<file path="src/rtl/ad_capture_pkg.sv">
`default_nettype none
// ============================================================================
// Module      : ad_capture_pkg
// Description : Shared types and default constants for the ADC capture
//               sequencer and its stereo-frame FIFO.
// Revision    : 1.0 - initial release
// ============================================================================
package ad_capture_pkg;

  localparam int DEF_DATA_W        = 32;
  localparam int DEF_DEPTH         = 16;
  localparam int DEF_SETTLE_FRAMES = 4;
  localparam int DEF_CNT_W         = 16;

  // Sequencer states
  typedef enum logic [1:0] {
    IDLE    = 2'd0,
    SETTLE  = 2'd1,
    CAPTURE = 2'd2,
    FLUSH   = 2'd3
  } state_e;

  // One stereo frame as stored in the FIFO (left word in the upper half)
  typedef struct packed {
    logic [DEF_DATA_W-1:0] left;
    logic [DEF_DATA_W-1:0] right;
  } frame_t;

endpackage
`default_nettype wire

</file>
<file path="src/rtl/ad_pair_fifo.sv">
`default_nettype none
// ============================================================================
// Module      : ad_pair_fifo
// Description : Synchronous show-ahead FIFO for stereo frames. A push while
//               full is accepted only when a pop happens in the same cycle.
//               The read port reads zero while the FIFO is empty.
// Revision    : 1.0 - initial release
// ============================================================================
module ad_pair_fifo #(
  parameter int WIDTH = 64,
  parameter int DEPTH = 16
) (
  input  logic                     clk,
  input  logic                     rst,
  input  logic                     push,
  input  logic [WIDTH-1:0]         wr_data,
  input  logic                     pop,
  output logic [WIDTH-1:0]         rd_data,
  output logic                     full,
  output logic                     empty,
  output logic [$clog2(DEPTH):0]   fill
);

  localparam int AW = $clog2(DEPTH);
  localparam logic [AW:0] FULL_LVL = {1'b1, {AW{1'b0}}};

  logic [AW:0]      wr_ptr_q, wr_ptr_d;
  logic [AW:0]      rd_ptr_q, rd_ptr_d;
  logic [WIDTH-1:0] mem_q [DEPTH];
  logic             do_push;
  logic             do_pop;

  // Occupancy comes from the extra pointer bit, so full and empty are distinct
  assign fill    = wr_ptr_q - rd_ptr_q;
  assign empty   = (fill == '0);
  assign full    = (fill == FULL_LVL);
  assign do_pop  = pop && !empty;
  assign do_push = push && (!full || do_pop);
  assign rd_data = empty ? '0 : mem_q[rd_ptr_q[AW-1:0]];

  // Pointer advance on accepted push/pop
  always_comb begin
    wr_ptr_d = wr_ptr_q;
    rd_ptr_d = rd_ptr_q;
    if (do_push) wr_ptr_d = wr_ptr_q + 1'b1;
    if (do_pop)  rd_ptr_d = rd_ptr_q + 1'b1;
  end

  // Pointer registers
  always_ff @(posedge clk or posedge rst) begin
    if (rst) begin
      wr_ptr_q <= '0;
      rd_ptr_q <= '0;
    end else begin
      wr_ptr_q <= wr_ptr_d;
      rd_ptr_q <= rd_ptr_d;
    end
  end

  // Storage array; contents need no reset because the read port is gated by empty
  always_ff @(posedge clk) begin
    if (do_push) mem_q[wr_ptr_q[AW-1:0]] <= wr_data;
  end

endmodule
`default_nettype wire

</file>
<file path="src/rtl/ad_capture_ctrl.sv">
`default_nettype none
// ============================================================================
// Module      : ad_capture_ctrl
// Description : Start/settle/capture/flush sequencer that pairs LRCK-edge
//               words into left/right frames and streams them out of a FIFO.
// Revision    : 1.0 - initial release
// ============================================================================
module ad_capture_ctrl
  import ad_capture_pkg::*;
#(
  parameter int DATA_W        = DEF_DATA_W,
  parameter int DEPTH         = DEF_DEPTH,
  parameter int SETTLE_FRAMES = DEF_SETTLE_FRAMES,
  parameter int CNT_W         = DEF_CNT_W
) (
  input  logic                   fpga_gclk,
  input  logic                   reset,
  input  logic                   start,
  input  logic                   stop,
  input  logic [CNT_W-1:0]       frame_count,
  input  logic [DATA_W-1:0]      sample_data,
  input  logic                   pos_edge,
  input  logic                   neg_edge,
  output logic                   m_valid,
  input  logic                   m_ready,
  output logic [DATA_W-1:0]      m_left,
  output logic [DATA_W-1:0]      m_right,
  output logic                   busy,
  output logic                   done,
  output logic                   overflow,
  output logic [$clog2(DEPTH):0] fill
);

  localparam int               SW       = $clog2(SETTLE_FRAMES + 2);
  localparam logic [CNT_W-1:0] CNT_MAX  = '1;

  state_e              state_q, state_d;
  logic                done_q, done_d;
  logic                pos_dly_q, neg_dly_q;
  logic [DATA_W-1:0]   left_q, left_d;
  logic                have_left_q, have_left_d;
  logic [CNT_W-1:0]    cnt_q, cnt_d;
  logic [CNT_W-1:0]    fc_q, fc_d;
  logic [SW-1:0]       settle_q, settle_d;
  logic                ovf_q, ovf_d;

  logic                start_ok;
  logic                frame_push;
  logic                pop;
  logic                last_frame;
  logic                settle_hit;
  logic [CNT_W-1:0]    cnt_inc;
  logic                fifo_full;
  logic                fifo_empty;
  logic [2*DATA_W-1:0] head;

  assign start_ok   = (state_q == IDLE) && start && !stop;
  assign pop        = m_valid && m_ready;
  // Word is on sample_data in the cycle after the edge pulse
  assign frame_push = (state_q == CAPTURE) && pos_dly_q && have_left_q;
  // Saturating increment so continuous mode can never wrap into a match
  assign cnt_inc    = (cnt_q == CNT_MAX) ? cnt_q : cnt_q + CNT_W'(1);
  assign last_frame = frame_push && (fc_q != '0) && (cnt_inc == fc_q);
  assign settle_hit = (state_q == SETTLE) && pos_dly_q &&
                      (settle_q + SW'(1) == SW'(SETTLE_FRAMES));

  // State and done registers
  always_ff @(posedge fpga_gclk or posedge reset) begin
    if (reset) begin
      state_q <= IDLE;
      done_q  <= 1'b0;
    end else begin
      state_q <= state_d;
      done_q  <= done_d;
    end
  end

  // Next-state decode
  always_comb begin
    state_d = state_q;
    case (state_q)
      IDLE:    if (start_ok) state_d = (SETTLE_FRAMES == 0) ? CAPTURE : SETTLE;
      SETTLE:  if (stop) state_d = FLUSH;
               else if (settle_hit) state_d = CAPTURE;
      CAPTURE: if (stop || last_frame) state_d = FLUSH;
      FLUSH:   if (fifo_empty) state_d = IDLE;
      default: state_d = IDLE;
    endcase
  end

  // Status outputs; done registers so it coincides with busy falling
  always_comb begin
    busy   = (state_q != IDLE);
    done_d = (state_q == FLUSH) && fifo_empty;
    done   = done_q;
  end

  // Datapath next values: run setup, settle count, left hold, frame count, overflow
  always_comb begin
    left_d      = left_q;
    have_left_d = have_left_q;
    cnt_d       = cnt_q;
    fc_d        = fc_q;
    settle_d    = settle_q;
    ovf_d       = ovf_q;
    if (start_ok) begin
      ovf_d       = 1'b0;
      cnt_d       = '0;
      fc_d        = frame_count;
      settle_d    = '0;
      have_left_d = 1'b0;
    end
    if ((state_q == SETTLE) && pos_dly_q) settle_d = settle_q + SW'(1);
    if (state_q == CAPTURE) begin
      if (neg_dly_q) begin
        left_d      = sample_data;
        have_left_d = 1'b1;
      end
      // A right word either completes the frame or is dropped for alignment
      if (pos_dly_q) have_left_d = 1'b0;
      if (frame_push) begin
        cnt_d = cnt_inc;
        if (fifo_full && !pop) ovf_d = 1'b1;
      end
      if (stop) have_left_d = 1'b0;
    end
  end

  // Datapath registers including the edge-delay stage
  always_ff @(posedge fpga_gclk or posedge reset) begin
    if (reset) begin
      pos_dly_q   <= 1'b0;
      neg_dly_q   <= 1'b0;
      left_q      <= '0;
      have_left_q <= 1'b0;
      cnt_q       <= '0;
      fc_q        <= '0;
      settle_q    <= '0;
      ovf_q       <= 1'b0;
    end else begin
      pos_dly_q   <= pos_edge;
      neg_dly_q   <= neg_edge;
      left_q      <= left_d;
      have_left_q <= have_left_d;
      cnt_q       <= cnt_d;
      fc_q        <= fc_d;
      settle_q    <= settle_d;
      ovf_q       <= ovf_d;
    end
  end

  ad_pair_fifo #(
    .WIDTH (2*DATA_W),
    .DEPTH (DEPTH)
  ) u_fifo (
    .clk     (fpga_gclk),
    .rst     (reset),
    .push    (frame_push),
    .wr_data ({left_q, sample_data}),
    .pop     (pop),
    .rd_data (head),
    .full    (fifo_full),
    .empty   (fifo_empty),
    .fill    (fill)
  );

  assign m_valid  = !fifo_empty;
  assign m_left   = head[2*DATA_W-1:DATA_W];
  assign m_right  = head[DATA_W-1:0];
  assign overflow = ovf_q;

endmodule
`default_nettype wire

</file>
<file path="config.mk">
export PLATFORM = sky130hd
export DESIGN_NAME = ad_capture_ctrl
export DESIGN_NICKNAME = d
export VERILOG_FILES = /design/src/rtl/ad_capture_pkg.sv /design/src/rtl/ad_pair_fifo.sv /design/src/rtl/ad_capture_ctrl.sv
export SDC_FILE = /design/constraint.sdc
export NUM_CORES = 1
export LEC_CHECK = 0
export CORE_MARGIN = 2
export CORE_UTILIZATION = 60
export CTS_CLUSTER_SIZE = 20
export DETAILED_ROUTE_END_ITERATION = 7
export HOLD_SLACK_MARGIN = 0.12
export PLACE_DENSITY_LB_ADDON = 0.3
export SLEW_MARGIN = 20
export SYNTH_ARGS = -nofsm -noshare
export SYNTH_HDL_FRONTEND = slang
export SYNTH_HIERARCHICAL = 1
export SYNTH_SLANG_ARGS = --single-unit
export TNS_END_PERCENT = 20
</file>
<file path="constraint.sdc">
create_clock -name fpga_gclk -period 11.2 [get_ports fpga_gclk]
set_input_delay 2.24 -clock fpga_gclk [delete_from_list [all_inputs] [get_ports fpga_gclk]]
set_output_delay 2.24 -clock fpga_gclk [all_outputs]
set_load 0.02 [all_outputs]
</file>
* After elaboration in Yosys (flattened, before gate mapping)
Memory sizes are Yosys's and may differ from the RTL's.
Cells that the tools add are included.
** Operators by class
- Add/sub/neg operators :: 5
- Order comparisons :: 0
- Bitwise gates (word level) :: 0
- Shift-type cells :: 0
- Equality and inequality tests :: 11
- Multiplexer cells :: 24
- Multipliers :: 0
- Reduce and logical (&&, ||, !) cells :: 26
- Divide/modulo/power cells :: 0
** Operator list (number)
- 16-bit 2-to-1 mux :: 4
- 64-bit 2-to-1 mux :: 1
- 16-bit by 1-bit adder with 16-bit output, second input constant :: 1
- 16-bit equality test :: 1
- 16-bit equality test, second input constant :: 1
- 16-bit nonzero test :: 1
- 1-bit logical AND :: 13
- 1-bit 2-to-1 mux :: 11
- 5-bit by 1-bit adder with 5-bit output, second input constant :: 2
- 2-bit 2-to-1 mux :: 5
- 2-bit case mux with 4 select lines :: 1
- 3-bit 2-to-1 mux :: 2
- 2-bit inequality test, second input constant :: 3
- 5-bit equality test, second input constant :: 1
- 5-bit logical NOT :: 1
- 5-bit subtractor :: 1
- 2-bit equality test, second input constant :: 2
- 1-bit logical NOT :: 4
- 4-bit AND reduction :: 1
- 2-bit nonzero test :: 2
- 3-bit by 1-bit adder with 3-bit output, second input constant :: 1
- 3-bit equality test, second input constant :: 1
- 3-bit inequality test, second input constant :: 1
- 2-bit by 1-bit equality test with 1-bit output, second input constant :: 1
- other kinds (3) :: 4
** Word-level totals
- Bits in registers :: 84
- Word-level logic and storage cells :: 79
- Output and inout bits :: 73
- Latch bits :: 0
- Memory bits (read-only) :: 0
- Memory bits (writable) :: 1024
- Bits of input ports :: 55
- Memories :: 1
** Memories
- u_fifo.mem_q :: depth 16, width 64, read ports 1, clocked after Yosys merged registers in 0, write ports 1, RTL line ad_pair_fifo.sv:29 : logic [WIDTH-1:0] mem_q [DEPTH];

* Depth between registers and ports, before layout
Gate-level depths: netlist of the first run.
- Depth after elaboration :: 9
- Mapped depth :: 14
- Gate-level depth less buffers :: 11

* Cells and area by module
Netlist of the first run, hierarchy kept.
** By module, submodules not included
- ad_pair_fifo :: area each 40098.5 um^2, seq. area each 30999.7 um^2, times used 1, cells each 1794
- ad_capture_ctrl :: area each 3932.5 um^2, seq. area each 1851.8 um^2, times used 1, cells each 343

* Least setup slack after synthesis of the first run
OpenSTA, ideal clock, no wires.
- Path type :: register to register
- From :: register u_fifo.rd_ptr_q[2]
- To :: memory u_fifo.mem_q[9][0], enable pin
- Cell stages (with the launch flop) :: 14
- Required time :: 10533 ps
- Setup time :: 667 ps
- Buffers on the path :: 5
- Period minus slack after synthesis :: 10339 ps
- Data arrival time :: 9672 ps
- Setup slack :: 861 ps
- Path through :: dfrtp_1 buf_2 inv_2 buf_2 buf_2 ha_1 xor2_1 nand4b_2 a2bb2oi_2 buf_2 nor2b_1 a2111oi_4 buf_6 nor4b_1
** On the way
- Cells in the longest elaborated chain, start to end :: 9
- Elaborated cells between the ends (all ways) :: 11
- Those cells by class :: 1 x add/sub; 1 x eq/ne; 2 x mux; 7 x reduce/logical
** RTL lines
- start, declared :: RTL line ad_pair_fifo.sv:28 : logic [AW:0] rd_ptr_q, rd_ptr_d;
- start signal, assigned :: RTL line ad_pair_fifo.sv:56 : rd_ptr_q <= rd_ptr_d;
- 5-bit subtractor :: RTL line ad_pair_fifo.sv:34 : assign fill = wr_ptr_q - rd_ptr_q;
- net fill[2] :: RTL line ad_capture_ctrl.sv:31 : output logic [$clog2(DEPTH):0] fill
- 5-bit logical NOT :: RTL line ad_pair_fifo.sv:35 : assign empty = (fill == '0);
- net fifo_empty :: RTL line ad_capture_ctrl.sv:54 : logic fifo_empty;
- 1-bit logical NOT :: RTL line ad_capture_ctrl.sv:167 : assign m_valid = !fifo_empty;
- 1-bit logical AND :: RTL line ad_capture_ctrl.sv:58 : assign pop = m_valid && m_ready;
- net pop :: RTL line ad_capture_ctrl.sv:49 : logic pop;
- 1-bit logical AND :: RTL line ad_pair_fifo.sv:37 : assign do_pop = pop && !empty;
- 1-bit logical OR :: RTL line ad_pair_fifo.sv:38 : assign do_push = push && (!full || do_pop);
- 1-bit logical AND :: RTL line ad_pair_fifo.sv:38
- 1-bit 2-to-1 mux :: RTL line ad_pair_fifo.sv:62 : if (do_push) mem_q[wr_ptr_q[AW-1:0]] <= wr_data;
- 1-bit 2-to-1 mux (not written as such) :: RTL line ad_pair_fifo.sv:62
- end, declared :: RTL line ad_pair_fifo.sv:29
The timed path passes the listed nets, and every way through them passes these cells.

* Worst setup path in the final report of the first run
- From :: register u_fifo.rd_ptr_q[1]
- To :: output m_right[2]
** On the way
- Cells in the longest elaborated chain, start to end :: 3
- Elaborated cells between the ends (all ways) :: 4
- Those cells by class :: 1 x add/sub; 1 x mux; 1 x reduce/logical; 1 x memory
** RTL lines
- 5-bit subtractor :: RTL line ad_pair_fifo.sv:34
- 5-bit logical NOT :: RTL line ad_pair_fifo.sv:35
- net fifo_empty :: RTL line ad_capture_ctrl.sv:54
- 64-bit 2-to-1 mux :: RTL line ad_pair_fifo.sv:39 : assign rd_data = empty ? '0 : mem_q[rd_ptr_q[AW-1:0]];
- end, declared :: RTL line ad_capture_ctrl.sv:27 : output logic [DATA_W-1:0] m_right,
The timed path passes the listed nets, and every way through them passes these cells.

==> results.py, run 1 <==
metrics = {
    "status": {
        "outcome": "complete, no violations",
    },
    "hold_path": {
        "hp-class": "flop to flop",
    },
    "synthesis": {
        "yosys_warnings": 6,
        "synthTopCellsByArea": "edfxtp_1 (70%), mux4_2 (13%), dfrtp_1 (4.8%)",
        "postSynthAreaPerCell_um2": 20.60,
        "yosys-mux-area-fraction_pct": 15.95,
        "yosysTopAreaCell": "edfxtp_1",
        "synth-async-reset-ratio_pct": 7.581,
        "synthesis.nets": 2210,
        "seq_area_frac_synth_pct": 74.61,
        "netlist_instances": 2137,
        "synth_area_um2": 44030,
        "synth_fa_ha_area_share_pct": 0.5285,
        "synth-seq-cells": 1108,
        "synth-main-ff-cell": "edfxtp_1",
        "ys_types": 70,
        "synth_top_family_by_area": "multiplexers",
        "synth-edff-count": 1024,
        "synth-compound-area-share_pct": 2.643,
        "yosys.area.top_type_share_pct": 69.84,
        "synthXorXnorAreaFrac_pct": 0.6365,
        "yosys.area_share.simple_pct": 3.882,
    },
    "placed_design": {
        "hpwl_um": 52770,
        "portBuffers": 127,
        "gp_congestion": 0.9012,
    },
    "die": {
        "dieArea_um2": 75570,
        "rows": 99,
        "start_util_pct": 60.45,
        "fp.coreArea_um2": 72830,
        "io_pins": 128,
        "dieWidth_um": 274.9,
        "dieHeight_um": 274.9,
    },
    "setup_path": {
        "critPathLaunchType": "flop",
        "crit_chain": "inv_2 > fa_1 > nor3b_1 > nand4b_2 > a2bb2oi_4 > buf_4 > buf_4 > a211oi_1 > clkdlybuf4s50_1",
        "crit_required_ns": 8.96,
        "cp_num_buf_inv": 4,
        "slowest_stage": "dfrtp_4",
        "critical_path_class": "flop to output port",
        "crit_fanout": 70,
        "critPathMostFrequentCell": "buf_4",
        "cpLargestDelayFamily": "buffers and inverters",
        "end_kind": "output port",
        "cpPeakStageDelay_ns": 1.11,
        "crit_arrival_ns": 5.69,
    },
    "route": {
        "drt_first_pass_iters": 7,
        "ant_nets": 0,
        "wl_per_cell_um": 29.82,
        "drc": 0,
        "vias": 22050,
        "vias_per_cell": 6.578,
        "drt_iter0_markers": 2541,
        "routed_wl_um": 99960,
    },
    "timing": {
        "hold_viol_final": 0,
        "max_freq_mhz": 126.2,
        "finalCritPeriodShare_pct": 70.77,
        "rsz0062_at_grt": "false",
        "max_slew.worst_pin.slew_ns": 1.098,
        "max_slew_margin_pct": 26.83,
        "setup_viol": 0,
        "finalCriticalPeriod_ns": 7.927,
        "fin_worst_skew_ns": 0.03044,
        "finalMaxSlewViolations": 0,
        "fin_setup_tns_ns": 0,
    },
    "global_route": {
        "gr-total-overflow": 0,
        "antenna_found_initial": 8,
        "grt.total_usage_pct": 27.28,
        "grt_pass1_vias": 23190,
        "grt_max_degree": 71,
        "grt_pass1_wl_um": 148900,
    },
    "clock_tree": {
        "post_cts_resized": 0,
        "clock_path_buffers": 3,
        "root_buffer": "clkbuf_16",
        "cts_buffers": 106,
        "clk_pin_slew_worst_paths_ns": 0.06,
        "clk_latency_ns": 0.68,
        "cts_tree": "yes",
        "hold_buffers": 0,
        "cts.sinks": 1108,
        "cts_htree_levels": 3,
        "post_cts_buffers": 0,
    },
    "power_and_ir_drop": {
        "power.leakage_nw": 16.47,
        "power.density_nw_per_um2": 268.1,
        "peakVddDrop_mv": 0.1885,
        "p_total_mw": 13.41,
    },
    "layout": {
        "syn_to_final_growth_pct": 13.65,
        "nets": 2373,
        "drive_above_1_share_pct": 25.04,
        "filler_cell_count": 4365,
    },
    "job": {
        "drv_cap": 0,
    },
}
-- Yosys cell counts, types with 4 or more instances --
| cell | n |
|---|---|
| nand4_1 | 4 |
| and3_1 | 68 |
| buf_1 | 12 |
| a211oi_2 | 31 |
| buf_2 | 24 |
| nand2_1 | 152 |
| a41oi_1 | 4 |
| a21oi_1 | 8 |
| nor4_1 | 11 |
| nor3_1 | 19 |
| mux2_2 | 48 |
| inv_1 | 19 |
| nor2_1 | 22 |
| clkbuf_1 | 46 |
| xor2_1 | 11 |
| buf_4 | 25 |
| nand2b_1 | 4 |
| nand3b_1 | 4 |
| xnor2_1 | 21 |
| ha_1 | 17 |
| a31oi_1 | 5 |
| buf_6 | 15 |
| dfrtp_1 | 84 |
| and4_1 | 6 |
| mux4_2 | 256 |
| nand3_1 | 14 |
| mux2i_1 | 68 |
| edfxtp_1 | 1024 |
| o21ai_0 | 16 |
| a211oi_1 | 40 |
-- layout make-up --
cell class | count | area [µm²] | share of cell area [%]
timing repair buffer | 177 | 1710 | 3.418
tap | 959 | 1200 | 2.398
clock inverter | 68 | 827.0 | 1.653
inverter | 20 | 78.83 | 0.1575
multi-input combinational | 887 | 10520 | 21.01
antenna | 1 | 2.502 | 0.005001
sequential | 1108 | 32870 | 65.68
clock buffer | 132 | 2841 | 5.678
-- state kept, by name, indices dropped and copies added (netlist names) --
| name | cells |
|---|---|
| done | 1 |
| u_fifo/wr_ptr_q | 5 |
| u_fifo/mem_q | 1024 |
| settle_q | 3 |
| overflow | 1 |
| neg_dly_q | 1 |
| fc_q | 16 |
| pos_dly_q | 1 |
| left_q | 32 |
| cnt_q | 16 |
| have_left_q | 1 |
| state_q | 2 |
| u_fifo/rd_ptr_q | 5 |
-- power breakdown --
group	total (mW)	switching [mW]	leakage [nW]	internal, mW
clock network	3.69	1.53	1.77	2.16
logic	4.13	2.17	4.47	1.97
registers	5.59	0.592	10.2	5.00
total	13.4	4.29	16.5	9.12
-- cell usage in the layout (no fill, tap or decap), types with 18 or more instances in the layout --
| cell | netlist | layout |
|---|---|---|
| edfxtp_1 | 1024 | 1024 |
| mux4_2 | 256 | 256 |
| nand2_1 | 152 | 152 |
| clkdlybuf4s50_1 | 0 | 127 |
| clkbuf_16 | 0 | 107 |
| dfrtp_1 | 84 | 80 |
| and3_1 | 68 | 68 |
| mux2i_1 | 68 | 68 |
| mux2_2 | 48 | 48 |
| buf_4 | 25 | 46 |
| a211oi_1 | 40 | 40 |
| a211oi_2 | 31 | 31 |
| xnor2_1 | 21 | 21 |
| nor2_1 | 22 | 19 |
| clkinv_2 | 0 | 18 |
| clkbuf_1 | 46 | 18 |
-- path summary, 6_finish.rpt --
path | startpoint | to | slack (ns) | cells past startpoint
min in group asynchronous | reset | u_fifo/wr_ptr_q[0] | 2.03 | 2
hold reg to reg | u_fifo/wr_ptr_q[4] | u_fifo/wr_ptr_q[4] | 0.49 | 1
setup reg to reg | u_fifo/rd_ptr_q[1] | u_fifo/mem_q[14][11] | 5.26 | 10
hold / removal | u_fifo/wr_ptr_q[4] | u_fifo/wr_ptr_q[4] | 0.49 | 1
setup / recovery | u_fifo/rd_ptr_q[1] | m_right[2] | 3.27 | 9
max in group asynchronous | reset | fc_q[10] | 8.05 | 3
-- logic make-up (layout without fill, tap and decap cells) --
logic type	Yosys count	in the layout
adders and majority gates	18	18
other	0	1
buffers and inverters	142	397
xor gates and xnor gates	32	32
muxes	375	375
AOI/OAI and AO/OA	133	133
and+or+nand+nor	329	329
DFF	1108	1108
-- layer usage --
| layer | vias to the layer above | global-route usage [%] | part of all wire (%) |
|---|---|---|---|
| met2 | 1159 | 44.80 | 50 |
| met3 | 179 | 4.870 | 8.7 |
| met4 | 4 | 9.559 | 2.9 |
| met1 | 11590 | 37.56 | 38 |
| met5 | - | 0 | 0.030 |
| li1 | 9118 | - | - |
-- metrics by stage --
stage | hold WS (ns) | cell area, µm² | cells | setup slack [ns] | util (%)
CTS | 0.4887 | 49950 | 3348 | 3.236 | 68.58
floorplan | 0.4604 | 44030 | 2137 | 0.8614 | -
finish | 0.4869 | 50040 | 3352 | 3.273 | 68.71
global placement | 0.4760 | 46280 | 3148 | 4.112 | 63.55
detailed placement | 0.4789 | 46280 | 3148 | 3.986 | 63.55
global route | 0.5033 | 50040 | 3352 | 3.044 | 68.71
Note: power is estimated with default switching activity, not from simulation.
==> inputs of run 2 (changes only) <==
==> constraint.sdc (replaced) <==
create_clock -name fpga_gclk -period 7.8 [get_ports fpga_gclk]
set_input_delay 1.56 -clock fpga_gclk [delete_from_list [all_inputs] [get_ports fpga_gclk]]
set_output_delay 1.56 -clock fpga_gclk [all_outputs]
set_load 0.02 [all_outputs]
==> results.py, run 2 (same netlist as run 1, synthesis figures left out) <==
metrics = {
    "status": {
        "outcome": "complete, no violations",
    },
    "timing": {
        "fin_worst_skew_ns": 0.04778,
        "max_slew_margin_pct": 25.59,
        "setup_viol": 0,
        "finalCritPeriodShare_pct": 89.11,
        "finalCriticalPeriod_ns": 6.951,
        "setup_ws_ns": 0.8493,
        "max_freq_mhz": 143.9,
        "rsz0062_at_grt": "false",
        "fin_setup_tns_ns": 0,
        "hold_viol_final": 0,
        "max_slew.worst_pin.slew_ns": 1.116,
        "finalMaxSlewViolations": 0,
    },
    "route": {
        "wl_met2_um": 52110,
        "drt_iter0_markers": 2617,
        "wl_met3_um": 8296,
        "wl_per_cell_um": 30.43,
        "top_layer": "met5",
        "vias": 22110,
        "wl_met1_um": 38200,
        "drt_first_pass_iters": 5,
        "routed_wl_um": 101800,
        "ant_nets": 0,
        "vias_per_cell": 6.608,
        "drc": 0,
    },
    "hold_path": {
        "worstHoldStart": "u_fifo/rd_ptr_q[4]",
        "hp-class": "flop to flop",
    },
    "placed_design": {
        "pre_cts_ws_ns": 1.531,
        "gp_congestion": 0.8749,
        "dp.cells": 3148,
        "placedInstanceArea_um2": 46330,
        "portBuffers": 127,
        "hpwl_um": 54400,
    },
    "global_route": {
        "grt_max_degree": 95,
        "grt_pass1_wl_um": 150300,
        "grt_pass1_vias": 22750,
        "grt.total_usage_pct": 27.68,
        "gr-total-overflow": 0,
        "antenna_found_initial": 6,
    },
    "layout": {
        "drive_above_1_share_pct": 24.59,
        "fin_cells": 3346,
        "largest_reg_flops": 1024,
        "diodes": 0,
        "final_util_pct": 68.40,
        "nets": 2370,
        "filler_cell_count": 4401,
        "syn_to_final_growth_pct": 13.14,
        "final_cell_mix": "edfxtp_1 (1024), mux4_2 (256), nand2_1 (152), clkdlybuf4s50_1 (127), clkbuf_16 (106)",
        "final_area_um2": 49820,
        "final_common_cell": "edfxtp_1",
    },
    "setup_path": {
        "crit_fanout": 66,
        "crit_chain": "inv_2 > fa_1 > nor3b_1 > nand4b_2 > a2bb2oi_4 > buf_4 > a211oi_1 > clkdlybuf4s50_1",
        "cp_num_buf_inv": 3,
        "crit_required_ns": 6.24,
        "cpPeakStageDelay_ns": 1.07,
        "timing.rr.start": "u_fifo/rd_ptr_q[1]",
        "end_kind": "output port",
        "cpLargestDelayFamily": "buffers and inverters",
        "startpoint": "u_fifo/rd_ptr_q[1]",
        "critPathLaunchType": "flop",
        "crit_arrival_ns": 5.39,
        "critical_path_class": "flop to output port",
        "slowest_stage": "dfrtp_4",
    },
    "clock_tree": {
        "cts_buffers": 106,
        "cts_htree_levels": 3,
        "cts.sinks": 1108,
        "clk_latency_ns": 0.68,
        "clk_pin_slew_worst_paths_ns": 0.06,
        "hold_buffers": 0,
        "cts_tree": "yes",
        "post_cts_buffers": 0,
        "clock_path_buffers": 3,
        "root_buffer": "clkbuf_16",
        "post_cts_resized": 0,
    },
    "die": {
        "start_util_pct": 60.45,
        "dieWidth_um": 274.9,
        "dieArea_um2": 75570,
        "rows": 99,
        "fp.coreArea_um2": 72830,
        "io_pins": 128,
        "dieHeight_um": 274.9,
    },
    "power_and_ir_drop": {
        "power.leakage_nw": 16.38,
        "power.density_nw_per_um2": 382.2,
        "peakVddDrop_mv": 0.2815,
    },
    "job": {
        "drv_cap": 0,
    },
}
-- run 2: cell types whose count changed in the layout (fill, tap and decap cells not counted), moves of 2 or more --
cell	previous run	this run
buf_4	46	43
inv_6	3	1
clkbuf_8	7	14
clkinvlp_4	7	3
buf_12	0	3
buf_16	3	0
bufinv_16	15	8
clkinv_1	16	10
clkinv_4	5	1
clkinv_2	18	20
clkbuf_1	18	31
-- run 2: power by group --
| part | leakage [nW] | internal, mW | switching [mW] |
|---|---|---|---|
| clock | 1.70 | 2.92 | 2.16 |
| combinational | 4.45 | 2.82 | 3.15 |
| sequential | 10.2 | 7.18 | 0.818 |
| total | 16.4 | 12.9 | 6.13 |
-- run 2: metrics by stage --
| step | power [mW] | hold slack, ns |
|---|---|---|
| 2_1_floorplan | 11.87 | 0.4604 |
| 3_3_place_gp | 13.93 | 0.4783 |
| 3_5_place_dp | 14.08 | 0.4824 |
| 4_1_cts | 19.18 | 0.5025 |
| 5_1_grt | 19.79 | 0.5302 |
| 6_report | 19.04 | 0.5014 |
-- run 2: layer usage --
metal	up-vias	track usage [%]
li1	9100	-
met1	11630	37.85
met2	1170	46.33
met3	198	4.478
met4	12	9.232
met5	-	0
-- run 2: worst paths after layout --
path	endpoint	slack, ns	cells past startpoint
worst max register to register	u_fifo/mem_q[0][58]	1.66	11
max in group asynchronous	fc_q[15]	5.44	3
worst max-delay path	m_right[2]	0.85	8
min in group asynchronous	u_fifo/wr_ptr_q[2]	1.26	2
worst min register to register	u_fifo/rd_ptr_q[4]	0.50	1
worst min-delay path	u_fifo/rd_ptr_q[4]	0.50	1
-- run 2: layout make-up --
cell class | count | area (µm²) | share of cell area, %
well taps | 959 | 1200 | 2.409
flip-flops and latches | 1108 | 32870 | 65.97
inverters | 20 | 78.83 | 0.1582
repair buffers | 174 | 1665 | 3.343
multi-input cells | 887 | 10520 | 21.12
clock buffers | 151 | 2962 | 5.945
clock inverters | 47 | 521.8 | 1.047
-- run 2: worst reg2reg max path: stages, from the launching register on --
cell and delay, ns:
dfrtp_4 1.07, inv_2 0.37, fa_1 0.58, nor3b_1 0.31, nand4b_2 0.28, a2bb2oi_4 0.85
nor2b_1 0.31, a2111oi_4 0.88, or2_4 0.31, nor3_2 0.05, buf_4 0.34, buf_4 0.41
